--- config.mk ---
export PLATFORM = sky130hd
export DESIGN_NAME = rf_writeback_queue
export DESIGN_NICKNAME = d
export VERILOG_FILES = /design/src/rtl/rf_writeback_queue.sv
export SDC_FILE = /design/constraint.sdc
export NUM_CORES = 1
export LEC_CHECK = 0
export BUFFER_PORTS_ARGS = -buffer_cell sky130_fd_sc_hd__buf_2
export CORE_ASPECT_RATIO = 0.6
export CORE_MARGIN = 2
export CORE_UTILIZATION = 53
export CTS_CLUSTER_SIZE = 8
export DETAILED_ROUTE_END_ITERATION = 12
export PLACE_DENSITY_LB_ADDON = 0.15
export SLEW_MARGIN = 20
export SYNTH_ARGS = -nofsm -noshare
export SYNTH_HDL_FRONTEND = slang
export SYNTH_SLANG_ARGS = --single-unit
export TNS_END_PERCENT = 50
--- constraint.sdc ---
create_clock -name CLK -period 3.4 [get_ports CLK]
set_input_delay 0.68 -clock CLK [delete_from_list [all_inputs] [get_ports CLK]]
set_output_delay 0.68 -clock CLK [all_outputs]
set_load 0.005 [all_outputs]
--- src/rtl/rf_writeback_queue.sv ---
// Two-producer register-file writeback queue. S0 wins over S1. The queue drains in
// order through a registered WE3/A3/WD3 port, and it provides a forwarding lookup.
module rf_writeback_queue #(
  parameter int width = 5,
  parameter int DEPTH = 4
) (
  input  logic                       CLK,
  input  logic                       RST_N,
  input  logic                       S0_VALID,
  output logic                       S0_READY,
  input  logic [width-1:0]           S0_ADDR,
  input  logic [31:0]                S0_DATA,
  input  logic                       S1_VALID,
  output logic                       S1_READY,
  input  logic [width-1:0]           S1_ADDR,
  input  logic [31:0]                S1_DATA,
  input  logic                       STALL,
  output logic                       WE3,
  output logic [width-1:0]           A3,
  output logic [31:0]                WD3,
  input  logic [width-1:0]           LK_ADDR,
  output logic                       LK_HIT,
  output logic [31:0]                LK_DATA,
  output logic                       FULL,
  output logic                       EMPTY,
  output logic [$clog2(DEPTH+1)-1:0] COUNT
);
  localparam int PW = $clog2(DEPTH);
  localparam int CW = $clog2(DEPTH+1);

  logic [width-1:0] q_addr [DEPTH];
  logic [31:0]      q_data [DEPTH];
  logic [PW-1:0]    wr_ptr, rd_ptr, idx;
  logic [CW-1:0]    cnt;
  logic [width-1:0] in_addr;
  logic [31:0]      in_data;
  logic             acc, push, pop;

  assign FULL     = (cnt == CW'(DEPTH));
  assign EMPTY    = (cnt == '0);
  assign COUNT    = cnt;
  assign S0_READY = !FULL;
  assign S1_READY = !FULL && !S0_VALID;
  assign acc      = (S0_VALID && S0_READY) || (S1_VALID && S1_READY);
  assign in_addr  = S0_VALID ? S0_ADDR : S1_ADDR;
  assign in_data  = S0_VALID ? S0_DATA : S1_DATA;
  // Writes to r0 complete the handshake but are dropped; r0 reads as zero anyway.
  assign push     = acc && (in_addr != '0);
  assign pop      = !STALL && !EMPTY;

  always_ff @(posedge CLK) begin
    if (push) begin
      q_addr[wr_ptr] <= in_addr;
      q_data[wr_ptr] <= in_data;
    end
  end

  always_ff @(posedge CLK or negedge RST_N) begin
    if (!RST_N) begin
      wr_ptr <= '0;
      rd_ptr <= '0;
      cnt    <= '0;
      WE3    <= 1'b0;
      A3     <= '0;
      WD3    <= '0;
    end else begin
      if (push) wr_ptr <= wr_ptr + PW'(1);
      if (pop) begin
        rd_ptr <= rd_ptr + PW'(1);
        WE3    <= 1'b1;
        A3     <= q_addr[rd_ptr];
        WD3    <= q_data[rd_ptr];
      end else begin
        WE3    <= 1'b0;
      end
      cnt <= cnt + CW'(push) - CW'(pop);
    end
  end

  // Scan from oldest (output register) to youngest (tail); later matches override.
  always_comb begin
    LK_HIT  = 1'b0;
    LK_DATA = '0;
    idx     = '0;
    if (WE3 && A3 == LK_ADDR) begin
      LK_HIT  = 1'b1;
      LK_DATA = WD3;
    end
    for (int i = 0; i < DEPTH; i++) begin
      idx = rd_ptr + PW'(i);
      if (CW'(i) < cnt && q_addr[idx] == LK_ADDR) begin
        LK_HIT  = 1'b1;
        LK_DATA = q_data[idx];
      end
    end
    if (LK_ADDR == '0) begin
      LK_HIT  = 1'b0;
      LK_DATA = '0;
    end
  end
endmodule

==> results of run 1 <==
==> power breakdown <==
group | switching, W | total (W) | internal (W)
clock network | 0.000860 | 0.00220 | 0.00134
logic | 0.00346 | 0.00691 | 0.00345
registers | 0.000564 | 0.00401 | 0.00345
==> sequential cells by signal, summed over array words and instances (netlist names) <==
register  count
q_addr       20
q_data      128
WE3           1
COUNT         3
WD3          32
A3            5
rd_ptr        2
wr_ptr        2
==> path summary, 6_finish.rpt <==
kind	from	to	slack (ns)	cells past startpoint
max in group asynchronous	RST_N	WD3[28]	2.54	2
max reg2reg	COUNT[1]	COUNT[2]	0.82	11
min	RST_N	A3[3]	0.25	1
min in group CLK	WD3[13]	WD3[13]	0.51	2
min reg2reg	WD3[13]	WD3[13]	0.51	2
max	rd_ptr[0]	LK_DATA[26]	-0.60	11
==> worst max-delay path: cells and delay by family (launching register included) <==
| kind | cells | cell delay (ns) |
|---|---|---|
| DFF | 1 | 0.50 |
| and+or+nand+nor | 2 | 0.42 |
| muxes | 1 | 0.56 |
| buffers and inverters | 4 | 0.63 |
| AOI/OAI and AO/OA | 3 | 0.58 |
| xor gates and xnor gates | 1 | 0.18 |
==> per-layer routing <==
metal / track usage (%) / vias to the layer above / part of all wire, %
li1: - / 4110 / -
met1: 40.0 / 4390 / 47
met2: 40.7 / 320 / 46
met3: 5.06 / 32 / 6.3
met4: 6.58 / 0 / 1.1
met5: 0 / - / 0
==> logic make-up after synthesis <==
| kind of cell | count (synthesis) | share of synthesized area [%] |
|---|---|---|
| XOR/XNOR | 32 | 2.36 |
| AO/OA/AOI/OAI | 139 | 8.48 |
| flip-flops | 193 | 47.0 |
| adder cells (fa/ha/maj) | 9 | 1.01 |
| AND/OR/NAND/NOR | 259 | 9.16 |
| multiplexers | 224 | 27.4 |
| buffers and inverters | 122 | 4.60 |
==> area by class of cell <==
class	instances	area (um^2)	share of cell area, %
Inverter	35	131	0.897
Sequential cell	193	5580	38.1
Clock buffer	21	460	3.14
Timing Repair Buffer	273	1890	12.9
Clock inverter	11	184	1.26
Tap cell	286	358	2.44
Multi-Input combinational cell	663	6030	41.2
Antenna cell	1	2.50	0.0171
==> cell usage in the layout, fill, tap and decap left out, types with 5 or more instances in the layout <==
master / synthesis / routed
a2111oi_2: 0 / 5
a211oi_1: 10 / 9
a21oi_1: 59 / 59
a221o_1: 23 / 23
a311oi_1: 23 / 7
a311oi_2: 0 / 16
buf_12: 0 / 15
buf_2: 22 / 159
buf_4: 4 / 89
buf_6: 6 / 9
bufinv_16: 0 / 5
clkbuf_16: 0 / 17
dfrtp_1: 45 / 43
edfxtp_1: 148 / 148
ha_1: 8 / 8
inv_1: 35 / 34
mux2_2: 94 / 94
mux2i_1: 59 / 55
mux4_2: 70 / 71
nand2_1: 75 / 75
nand3_1: 9 / 9
nor2_1: 118 / 116
nor3_1: 37 / 31
nor3_2: 0 / 6
o21ai_0: 12 / 5
o21ai_1: 0 / 6
xnor2_1: 20 / 20
xor2_1: 12 / 10
==> per-stage QoR <==
step / std cells / hold WS (ns) / instance area, um^2
3_3_place_gp: 1435 / 0.500 / 13600
5_1_grt: 1483 / 0.276 / 14600
4_1_cts: 1478 / 0.451 / 14500
2_1_floorplan: 978 / 0.384 / 11900
3_5_place_dp: 1435 / 0.496 / 13600
6_report: 1483 / 0.254 / 14600
==> timing repair <==
action                     CTS  global route
setup buffers               10             6
gates cloned                 1             0
setup endpoints to repair   33            33
resized for setup           44            26
pin swaps                   57            34
hold buffers                 0             0
==> key figures, run 1 <==
Critical path
  – Crit path kind: flip-flop to output pin
  – CP startpoint kind: flip-flop
  – Critical Path Sink Type: output pin
  – Worst-path fanout max: 13
  – WP data arrival: 3.32 ns
  – Critical-path top delay cell: mux4_2
  – Crit-path cells: mux4_2 -> xor2_2 -> a2111oi_4 -> buf_6 -> and2_4 -> buf_12 -> buf_4 -> a221o_1 -> a311oi_2 -> nor3_1 -> buf_2
  – CP required: 2.72 ns
  – CP peak stage delay: 0.56 ns

Drt
  – DR iter-0 viols: 717
  – Drt pass-1 iters: 6
  – Routed vias: 8,852
  – Drt wl/cell: 20.5 um
  – Detail Route Antenna Nets: 0
  – Detailed Route WL: 30,500 um
  – Via/cell ratio: 5.97
  – # DRC: 0

Synthesis
  – Commonest cells in the synthesized netlist: edfxtp_1, nor2_1, mux2_2, nand2_1, mux4_2
  – Library cells used by synthesis: 41
  – Main synth FF type: edfxtp_1
  – Area contributors post-synth: edfxtp_1, mux4_2, dfrtp_1
  – Synth warn: 0
  – Syn Area/Cell: 12.1 um^2
  – Post-synth ARST share: 23.3%
  – Leading area contributor after synthesis: edfxtp_1
  – Top-count cell post-synth: edfxtp_1
  – Syn_nets: 1,071
  – Mapped Cells: 978
  – Seq/Total Area, Yosys: 47.0%
  – Synth top area share: 37.5%
  – Mapped Area: 11,900 um^2
  – Flops & latches, synth: 193
  – Post-synth EDFFs: 148

Power and ir drop
  – Peak supply drop: 0.624 mV
  – Power, Total: 0.0131 W
  – Power Density: 896 nW/um^2
  – Leakage power: 5.77 nW

STA
  – Setup ws final: -0.598 ns
  – Total negative setup slack: -17.60 ns
  – Clk_skew: 0.0111 ns
  – Final setup fails: 33
  – Worst-Margin Slew: 0.773 ns
  – Crit path time final: 4.00 ns
  – Unrepaired setup endpoints after global routing: true
  – Fin. Hold Viols: 0
  – Tcrit/Tclk final: 118%
  – Fmax: 250 MHz
  – Slew Limit Fails: 0
  – Slew HR: 48.5%

Cells and area
  – # fillers: 1,659
  – Layout net count: 1,276
  – Layout cells sized above 1: 43.6%
  – Post-layout util: 66.5%
  – Area grow syn2layout: 23.5%

Global route
  – Total gr overflow: 0
  – Largest net degree at the start of global routing: 112
  – Global-route wire length before repair: 47,700 um
  – Initial antenna violation count: 1
  – Vias in the first global route: 8,522
  – Global Route Usage Sum: 26.7%

Placement
  – Dpl hpwl: 20,100 um
  – Pre-CTS setup slack: -0.415 ns
  – RePlAce Congestion: 0.845
  – I/O Buffers: 161

Outcome
  – Failing checks: negative setup slack
  – Run status: complete, but fails checks

Die
  – I/O Pins: 162
  – Initial Util: 53.9%
  – Die ar.: 23,600 um^2
  – Row count: 42
  – Die height: 120 um
  – Die width: 197 um
  – Core area: 22,000 um^2

Clocking
  – CTS buffer count: 17
  – Worst-path clk slew: 0.07 ns
  – CTS tree: done
  – Clock sink total: 193
  – Max clock buf depth: 2
  – H-tree depth: 4
  – Worst-Skew Late Latency: 0.44 ns
  – Clock root buffer: clkbuf_16

Hold path
  – Worst Hold Class: input pin to async pin

Flow run
  – MaxCap Viol Count: 0
Note: power is estimated with default switching activity, not from simulation.
==> inputs of run 2 (changes only) <==
--- a/config.mk
+++ b/config.mk
@@ -7,7 +7,7 @@
 export LEC_CHECK = 0
 export BUFFER_PORTS_ARGS = -buffer_cell sky130_fd_sc_hd__buf_2
 export CORE_ASPECT_RATIO = 0.6
-export CORE_MARGIN = 2
+export CORE_MARGIN = 1
 export CORE_UTILIZATION = 53
 export CTS_CLUSTER_SIZE = 8
 export DETAILED_ROUTE_END_ITERATION = 12
==> run 2 against run 1 <==
Effect of this change: the flow still finishes with violations (negative setup slack); register-to-register slack improved by 0.02 ns; fmax fell by 1.7%; die area fell by 2.7%; cell area fell by 0.81%; flip-flop and latch count did not move; highest routed layer unchanged.
==> key figures, run 2 (synthesized netlist as in run 1, its figures left out) <==
STA
  – Slew Limit Fails: 0 (unchanged)
  – Slew HR: 37.3% (was 48.5%)
  – Final setup fails: 33 (unchanged)
  – Unrepaired setup endpoints after global routing: true (unchanged)
  – Fmax: 246 MHz (was 250 MHz)
  – Worst-Margin Slew: 0.940 ns (was 0.773 ns)
  – Setup ws final: -0.667 ns (was -0.598 ns)
  – Fin. Hold Viols: 0 (unchanged)
  – Clk_skew: 0.0128 ns (was 0.0111 ns)
  – Tcrit/Tclk final: 120% (was 118%)
  – Crit path time final: 4.07 ns (was 4.00 ns)

Drt
  – # DRC: 0 (unchanged)
  – Drt pass-1 iters: 5 (was 6)
  – Detail Route Antenna Nets: 0 (unchanged)
  – Drt wl/cell: 20.9 um (was 20.5 um)
  – Routed vias: 9,126 (was 8,852)
  – Detailed Route WL: 31,000 um (was 30,500 um)
  – DR iter-0 viols: 614 (was 717)
  – Via/cell ratio: 6.16 (was 5.97)

Placement
  – Pre-CTS setup slack: -0.402 ns (was -0.415 ns)
  – I/O Buffers: 161 (unchanged)
  – RePlAce Congestion: 0.896 (was 0.845)
  – Dpl hpwl: 21,100 um (was 20,100 um)
  – DP Cell Count: 1,439 (was 1,435)

Clocking
  – H-tree depth: 4 (unchanged)
  – Worst-path clk slew: 0.07 ns (about the same)
  – Hold-fix buffers, CTS: 0 (unchanged)
  – CTS buffer count: 17 (unchanged)
  – Clock sink total: 193 (unchanged)
  – Worst-Skew Late Latency: 0.46 ns (was 0.44 ns)
  – CTS tree: done (unchanged)
  – Max clock buf depth: 2 (unchanged)
  – Clock root buffer: clkbuf_16 (unchanged)

Power and ir drop
  – Power Density: 894 nW/um^2 (was 896 nW/um^2)
  – Power, Total: 0.0130 W (was 0.0131 W)
  – Leakage power: 5.73 nW (was 5.77 nW)
  – Peak supply drop: 0.657 mV (was 0.624 mV)

Critical path
  – CP required: 2.72 ns (about the same)
  – Critical Path Sink Type: output pin (unchanged)
  – Worst-path fanout max: 7 (was 13)
  – FF-to-FF End: COUNT[2] (unchanged)
  – FF-to-FF Start: COUNT[1] (unchanged)
  – WP data arrival: 3.39 ns (was 3.32 ns)
  – Crit path kind: flip-flop to output pin (unchanged)
  – CP most frequent cell: buf_6
  – Worst r2r path cells: 10 (was 11)
  – CP startpoint kind: flip-flop (unchanged)
  – Worst reg-to-reg setup slack: 0.84 ns (was 0.82 ns)
  – Critical-path top delay cell: dfrtp_4 (was mux4_2)
  – CP peak stage delay: 0.53 ns (was 0.56 ns)
  – Crit-path cells: buf_4 -> mux4_2 -> xor2_2 -> a2111oi_4 -> buf_6 -> a21boi_4 -> buf_6 -> a221o_1 -> a311oi_2 -> nor3_2 -> buf_2 (was mux4_2 -> xor2_2 -> a2111oi_4 -> buf_6 -> and2_4 -> buf_12 -> buf_4 -> a221o_1 -> a311oi_2 -> nor3_1 -> buf_2)

Cells and area
  – Leading cell type in the layout, fill and taps excluded: buf_2 (unchanged)
  – Regs by FF count: q_data (128), WD3 (32), q_addr (20) (unchanged)
  – Number of diodes: 0 (was 1)
  – Area grow syn2layout: 22.4% (was 23.5%)
  – Layout net count: 1,282 (was 1,276)
  – Commonest cells after routing, fill and taps aside: buf_2, edfxtp_1, nor2_1, buf_4, mux2_2 (was buf_2, edfxtp_1, nor2_1, mux2_2, buf_4)
  – FF/Latch Area: 5580 um^2 (unchanged)
  – # fillers: 1,587 (was 1,659)
  – Layout cells sized above 1: 44.5% (was 43.6%)
  – Area of the multi-input gates: 6020 um^2 (was 6030 um^2)
  – Top reg by flops: q_data (unchanged)
  – Layout Cells excl Fill: 1,481 (was 1,483)
  – Max reg flops: 128 (unchanged)

Global route
  – Largest net degree at the start of global routing: 121 (was 112)
  – Total gr overflow: 0 (unchanged)
  – Global-route wire length before repair: 48,400 um (was 47,700 um)
  – Vias in the first global route: 8,689 (was 8,522)
  – Initial antenna violation count: 0 (was 1)
  – Global Route Usage Sum: 27.9% (was 26.7%)

Flow run
  – MaxCap Viol Count: 0 (unchanged)

Hold path
  – Worst Hold Class: input pin to async pin (unchanged)

Outcome
  – Failing checks: negative setup slack (unchanged)
  – Run status: complete, but fails checks (unchanged)

Die
  – Die width: 195 um (was 197 um)
  – Row count: 41 (was 42)
  – Die ar.: 23,000 um^2 (was 23,600 um^2)
  – Die height: 118 um (was 120 um)
  – Initial Util: 55.2% (was 53.9%)
  – Core area: 21,500 um^2 (was 22,000 um^2)
  – I/O Pins: 162 (unchanged)
## run 2: cell types whose count changed in the layout (fill, tap and decap cells not counted), sizes merged
cell	delta
bufbuf	+1
buf	+4
diode	-1
bufinv	-4
clkbuf	-1
clkinvlp	+2
inv	+4
## run 2: where the power goes
| part | leakage [nW] | total, W | internal, W | switching (W) |
|---|---|---|---|---|
| Sequential | 1.89 | 0.00402 | 0.00344 | 0.000580 |
| Combinational | 3.56 | 0.00696 | 0.00346 | 0.00349 |
| Clock | 0.279 | 0.00201 | 0.00106 | 0.000941 |
| Total | 5.73 | 0.0130 | 0.00797 | 0.00502 |
## run 2: cell type report
type                       instances  share of cell area (%)
timing repair buffer             279                    12.8
sequential                       193                    38.4
clock buffer                      19                    3.13
inverter                          35                   0.905
multi-input combinational        663                    41.5
clock inverter                    13                   0.862
tap                              279                    2.40
## run 2: per-layer routing
| layer | share of wire (%) | GRT usage (%) | up-vias |
|---|---|---|---|
| li1 | - | - | 4132 |
| met1 | 46 | 42.5 | 4562 |
| met2 | 44 | 40.4 | 396 |
| met3 | 8.4 | 5.36 | 36 |
| met4 | 1.5 | 8.32 | 0 |
| met5 | 0 | 0 | - |
## run 2: timing repair
| action | 4_1_cts | 5_1_grt |
|---|---|---|
| gates cloned | 1 | 0 |
| setup endpoints to repair | 33 | 33 |
| endpoints found under the hold margin | 0 | 0 |
| setup buffers | 7 | 3 |
| pin swaps | 48 | 26 |
| resized for setup | 37 | 32 |
## run 2: worst max path at each step
| stage | cells past startpoint | slack, ns | endpoint | from |
|---|---|---|---|---|
| floorplan | 10 | 0.03 | LK_DATA[11] | LK_ADDR[1] |
| global placement | 12 | -0.33 | LK_DATA[27] | rd_ptr[0] |
| detailed placement | 11 | -0.40 | LK_DATA[2] | rd_ptr[0] |
| CTS | 12 | -0.72 | LK_DATA[28] | rd_ptr[0] |
| global route | 11 | -0.79 | LK_DATA[15] | rd_ptr[0] |
| finish | 11 | -0.67 | LK_DATA[28] | rd_ptr[0] |
## run 2: critical path, delay by kind of cell (launching register included)
| kind | cells | cell delay [ns] |
|---|---|---|
| muxes | 1 | 0.47 |
| AOI/OAI and AO/OA | 4 | 1.05 |
| DFF | 1 | 0.53 |
| xor gates and xnor gates | 1 | 0.18 |
| buffers and inverters | 4 | 0.63 |
| and+or+nand+nor | 1 | 0.07 |
## run 2: metrics by stage
stage	TNS, ns	cell area (um^2)	utilization, %	hold slack, ns
floorplan	0	11900	-	0.384
global placement	-7.33	13500	62.9	0.500
detailed placement	-9.43	13500	62.9	0.504
CTS	-21.42	14400	66.9	0.375
global route	-23.49	14500	67.6	0.413
finish	-19.59	14500	67.6	0.357
==> inputs of run 3 (changes only) <==
--- a/config.mk
+++ b/config.mk
@@ -12,6 +12,7 @@
 export CTS_CLUSTER_SIZE = 8
 export DETAILED_ROUTE_END_ITERATION = 12
 export PLACE_DENSITY_LB_ADDON = 0.15
+export RECOVER_POWER = 50
 export SLEW_MARGIN = 20
 export SYNTH_ARGS = -nofsm -noshare
 export SYNTH_HDL_FRONTEND = slang
==> run 3 against run 2 <==
Effect of this change: the run ends with max-capacitance violations, max-slew violations, negative setup slack left; die area unchanged; critical endpoint unchanged; worst hold slack improved by 0.16 ns; clock power about the same; non-clock buffer count unchanged; largest cell class unchanged; critical path type unchanged; setup slack got worse by 0.0060 ns; combinational power decreased by 0.6%; clock-buffer cell count unchanged; cell count unchanged; global-route usage unchanged; fmax decreased by 0.15%.
==> key figures, run 3 (synthesized netlist as in run 1, its figures left out) <==
Die
  – Die height: 118 um (unchanged)
  – Die ar.: 23,000 um^2 (unchanged)
  – Row count: 41 (unchanged)
  – Core area: 21,500 um^2 (unchanged)
  – I/O Pins: 162 (unchanged)
  – Die width: 195 um (unchanged)
  – Initial Util: 55.2% (unchanged)

Cells and area
  – Max reg flops: 128 (unchanged)
  – Number of diodes: 0 (unchanged)
  – Layout Cells excl Fill: 1,481 (unchanged)
  – Post-layout util: 67.4% (was 67.6%)
  – Regs by FF count: q_data (128), WD3 (32), q_addr (20) (unchanged)
  – Top reg by flops: q_data (unchanged)
  – Commonest cells after routing, fill and taps aside: buf_2, edfxtp_1, nor2_1, buf_4, nand2_1 (was buf_2, edfxtp_1, nor2_1, buf_4, mux2_2)
  – # fillers: 1,598 (was 1,587)
  – Area grow syn2layout: 22.2% (was 22.4%)
  – Layout net count: 1,282 (unchanged)
  – Layout cells sized above 1: 40.3% (was 44.5%)
  – Leading cell type in the layout, fill and taps excluded: buf_2 (unchanged)

STA
  – Final setup fails: 33 (unchanged)
  – Slew HR: -50.2% (was 37.3%)
  – Tcrit/Tclk final: 120% (about the same)
  – Slew Limit Fails: 36 (was 0)
  – Setup ws final: -0.673 ns (was -0.667 ns)
  – Fmax: 246 MHz (about the same)
  – Clk_skew: 0.0172 ns (was 0.0128 ns)
  – Unrepaired setup endpoints after global routing: true (unchanged)
  – Worst-Margin Slew: 2.25 ns (was 0.940 ns)
  – Final hold slack: 0.520 ns (was 0.357 ns)
  – Fin. Hold Viols: 0 (unchanged)
  – Crit path time final: 4.07 ns (about the same)

Critical path
  – Critical Path Sink Type: output pin (unchanged)
  – WP buf/inv: 4 (unchanged)
  – CP peak stage delay: 0.53 ns (about the same)
  – CP most frequent cell: buf_6 (unchanged)
  – Worst-path fanout max: 7 (unchanged)
  – Worst r2r path cells: 10 (unchanged)
  – Crit-path leading delay family: compound AO/OA/AOI/OAI gates (unchanged)
  – WP data arrival: 3.39 ns (about the same)
  – WP depth: 11 (unchanged)
  – CP required: 2.72 ns (about the same)
  – CP startpoint kind: flip-flop (unchanged)
  – Critical-path top delay cell: dfrtp_4 (unchanged)
  – Crit path kind: flip-flop to output pin (unchanged)
  – Crit-path cells: buf_4 -> mux4_2 -> xor2_2 -> a2111oi_4 -> buf_6 -> a21boi_4 -> buf_6 -> a221o_1 -> a311oi_2 -> nor3_2 -> buf_2 (unchanged)

Global route
  – Largest net degree at the start of global routing: 121 (unchanged)
  – Initial antenna violation count: 0 (unchanged)
  – Vias in the first global route: 8,689 (unchanged)
  – Total gr overflow: 0 (unchanged)
  – Global Route Usage Sum: 27.9% (unchanged)
  – Global-route wire length before repair: 48,400 um (unchanged)

Drt
  – Via/cell ratio: 6.13 (was 6.16)
  – # DRC: 0 (unchanged)
  – DR iter-0 viols: 667 (was 614)
  – Drt wl/cell: 20.9 um (about the same)
  – Detail Route Antenna Nets: 0 (unchanged)
  – Routed vias: 9,072 (was 9,126)
  – Drt pass-1 iters: 5 (unchanged)
  – Detailed Route WL: 31,000 um (about the same)

Placement
  – Pre-CTS setup slack: -0.402 ns (unchanged)
  – I/O Buffers: 161 (unchanged)
  – DP Cell Count: 1,439 (unchanged)
  – RePlAce Congestion: 0.896 (unchanged)
  – Dpl hpwl: 21,100 um (unchanged)

Power and ir drop
  – Power Density: 894 nW/um^2 (about the same)
  – Leakage power: 5.69 nW (was 5.73 nW)
  – Peak supply drop: 0.659 mV (was 0.657 mV)

Clocking
  – Max clock buf depth: 2 (unchanged)
  – CTS buffer count: 17 (unchanged)
  – Worst-Skew Late Latency: 0.46 ns (about the same)
  – Hold-fix buffers, CTS: 0 (unchanged)
  – Worst-path clk slew: 0.07 ns (about the same)
  – H-tree depth: 4 (unchanged)
  – Clock root buffer: clkbuf_16 (unchanged)
  – CTS tree: done (unchanged)
  – Clock sink total: 193 (unchanged)

Outcome
  – Failing checks: max-capacitance violations, max-slew violations, negative setup slack (was negative setup slack)
  – Run status: complete, but fails checks (unchanged)

Hold path
  – Hold Path Stages: 2
  – Worst Hold Class: flip-flop to flip-flop (was input pin to async pin)

Flow run
  – MaxCap Viol Count: 1 (was 0)
## run 3: area by class of cell
class / count / area, um^2 / area share, %
Timing Repair Buffer: 279 / 1830 / 12.6
Tap cell: 279 / 349 / 2.41
Sequential cell: 193 / 5580 / 38.5
Clock inverter: 13 / 125 / 0.863
Multi-Input combinational cell: 663 / 6020 / 41.6
Inverter: 35 / 131 / 0.907
Clock buffer: 19 / 454 / 3.13
## run 3: worst reg2reg max path, stage by stage, from the launching register on
cell and delay, ns:
dfrtp_1 0.39, clkbuf_1 0.18, nor3_1 0.22, or2_0 0.97, inv_2 0.08, ha_1 0.31, inv_1 0.05, ha_1 0.12
inv_1 0.05, fa_1 0.41, xor2_1 0.17
## run 3: path summary, 6_finish.rpt
kind	start	endpoint	slack, ns
max	rd_ptr[0]	LK_DATA[28]	-0.67
min	A3[3]	A3[3]	0.52
max reg2reg	COUNT[1]	COUNT[2]	0.33
min reg2reg	A3[3]	A3[3]	0.52
max in group asynchronous	RST_N	rd_ptr[1]	0.94
min in group asynchronous	RST_N	rd_ptr[0]	0.88
## run 3: stage by stage
| stage | instance area (um^2) | setup TNS (ns) | power (W) |
|---|---|---|---|
| floorplan | 11900 | 0 | 0.00846 |
| global placement | 13500 | -7.33 | 0.0105 |
| detailed placement | 13500 | -9.43 | 0.0106 |
| CTS | 14400 | -21.42 | 0.0129 |
| global route | 14500 | -23.49 | 0.0137 |
| finish | 14500 | -19.49 | 0.0130 |
## run 3: timing repair
| item | CTS | global route |
|---|---|---|
| setup endpoints to repair | 33 | 33 |
| gates resized for setup | 37 | 32 |
| gates cloned | 1 | 0 |
| setup buffers | 7 | 3 |
| pin swaps | 48 | 26 |
## run 3: report_power, final
part | internal, W | switching (W)
clock | 0.00107 | 0.000941
combinational | 0.00343 | 0.00349
sequential | 0.00344 | 0.000582
total | 0.00794 | 0.00501
## run 3: metal layers
metal  wire (um)  track usage, %  share of wire [%]
met5           0               0                  0
met4         476            8.32                1.5
met3        2410            5.36                7.8
met2       13700            40.4                 44
met1       14400            42.5                 47
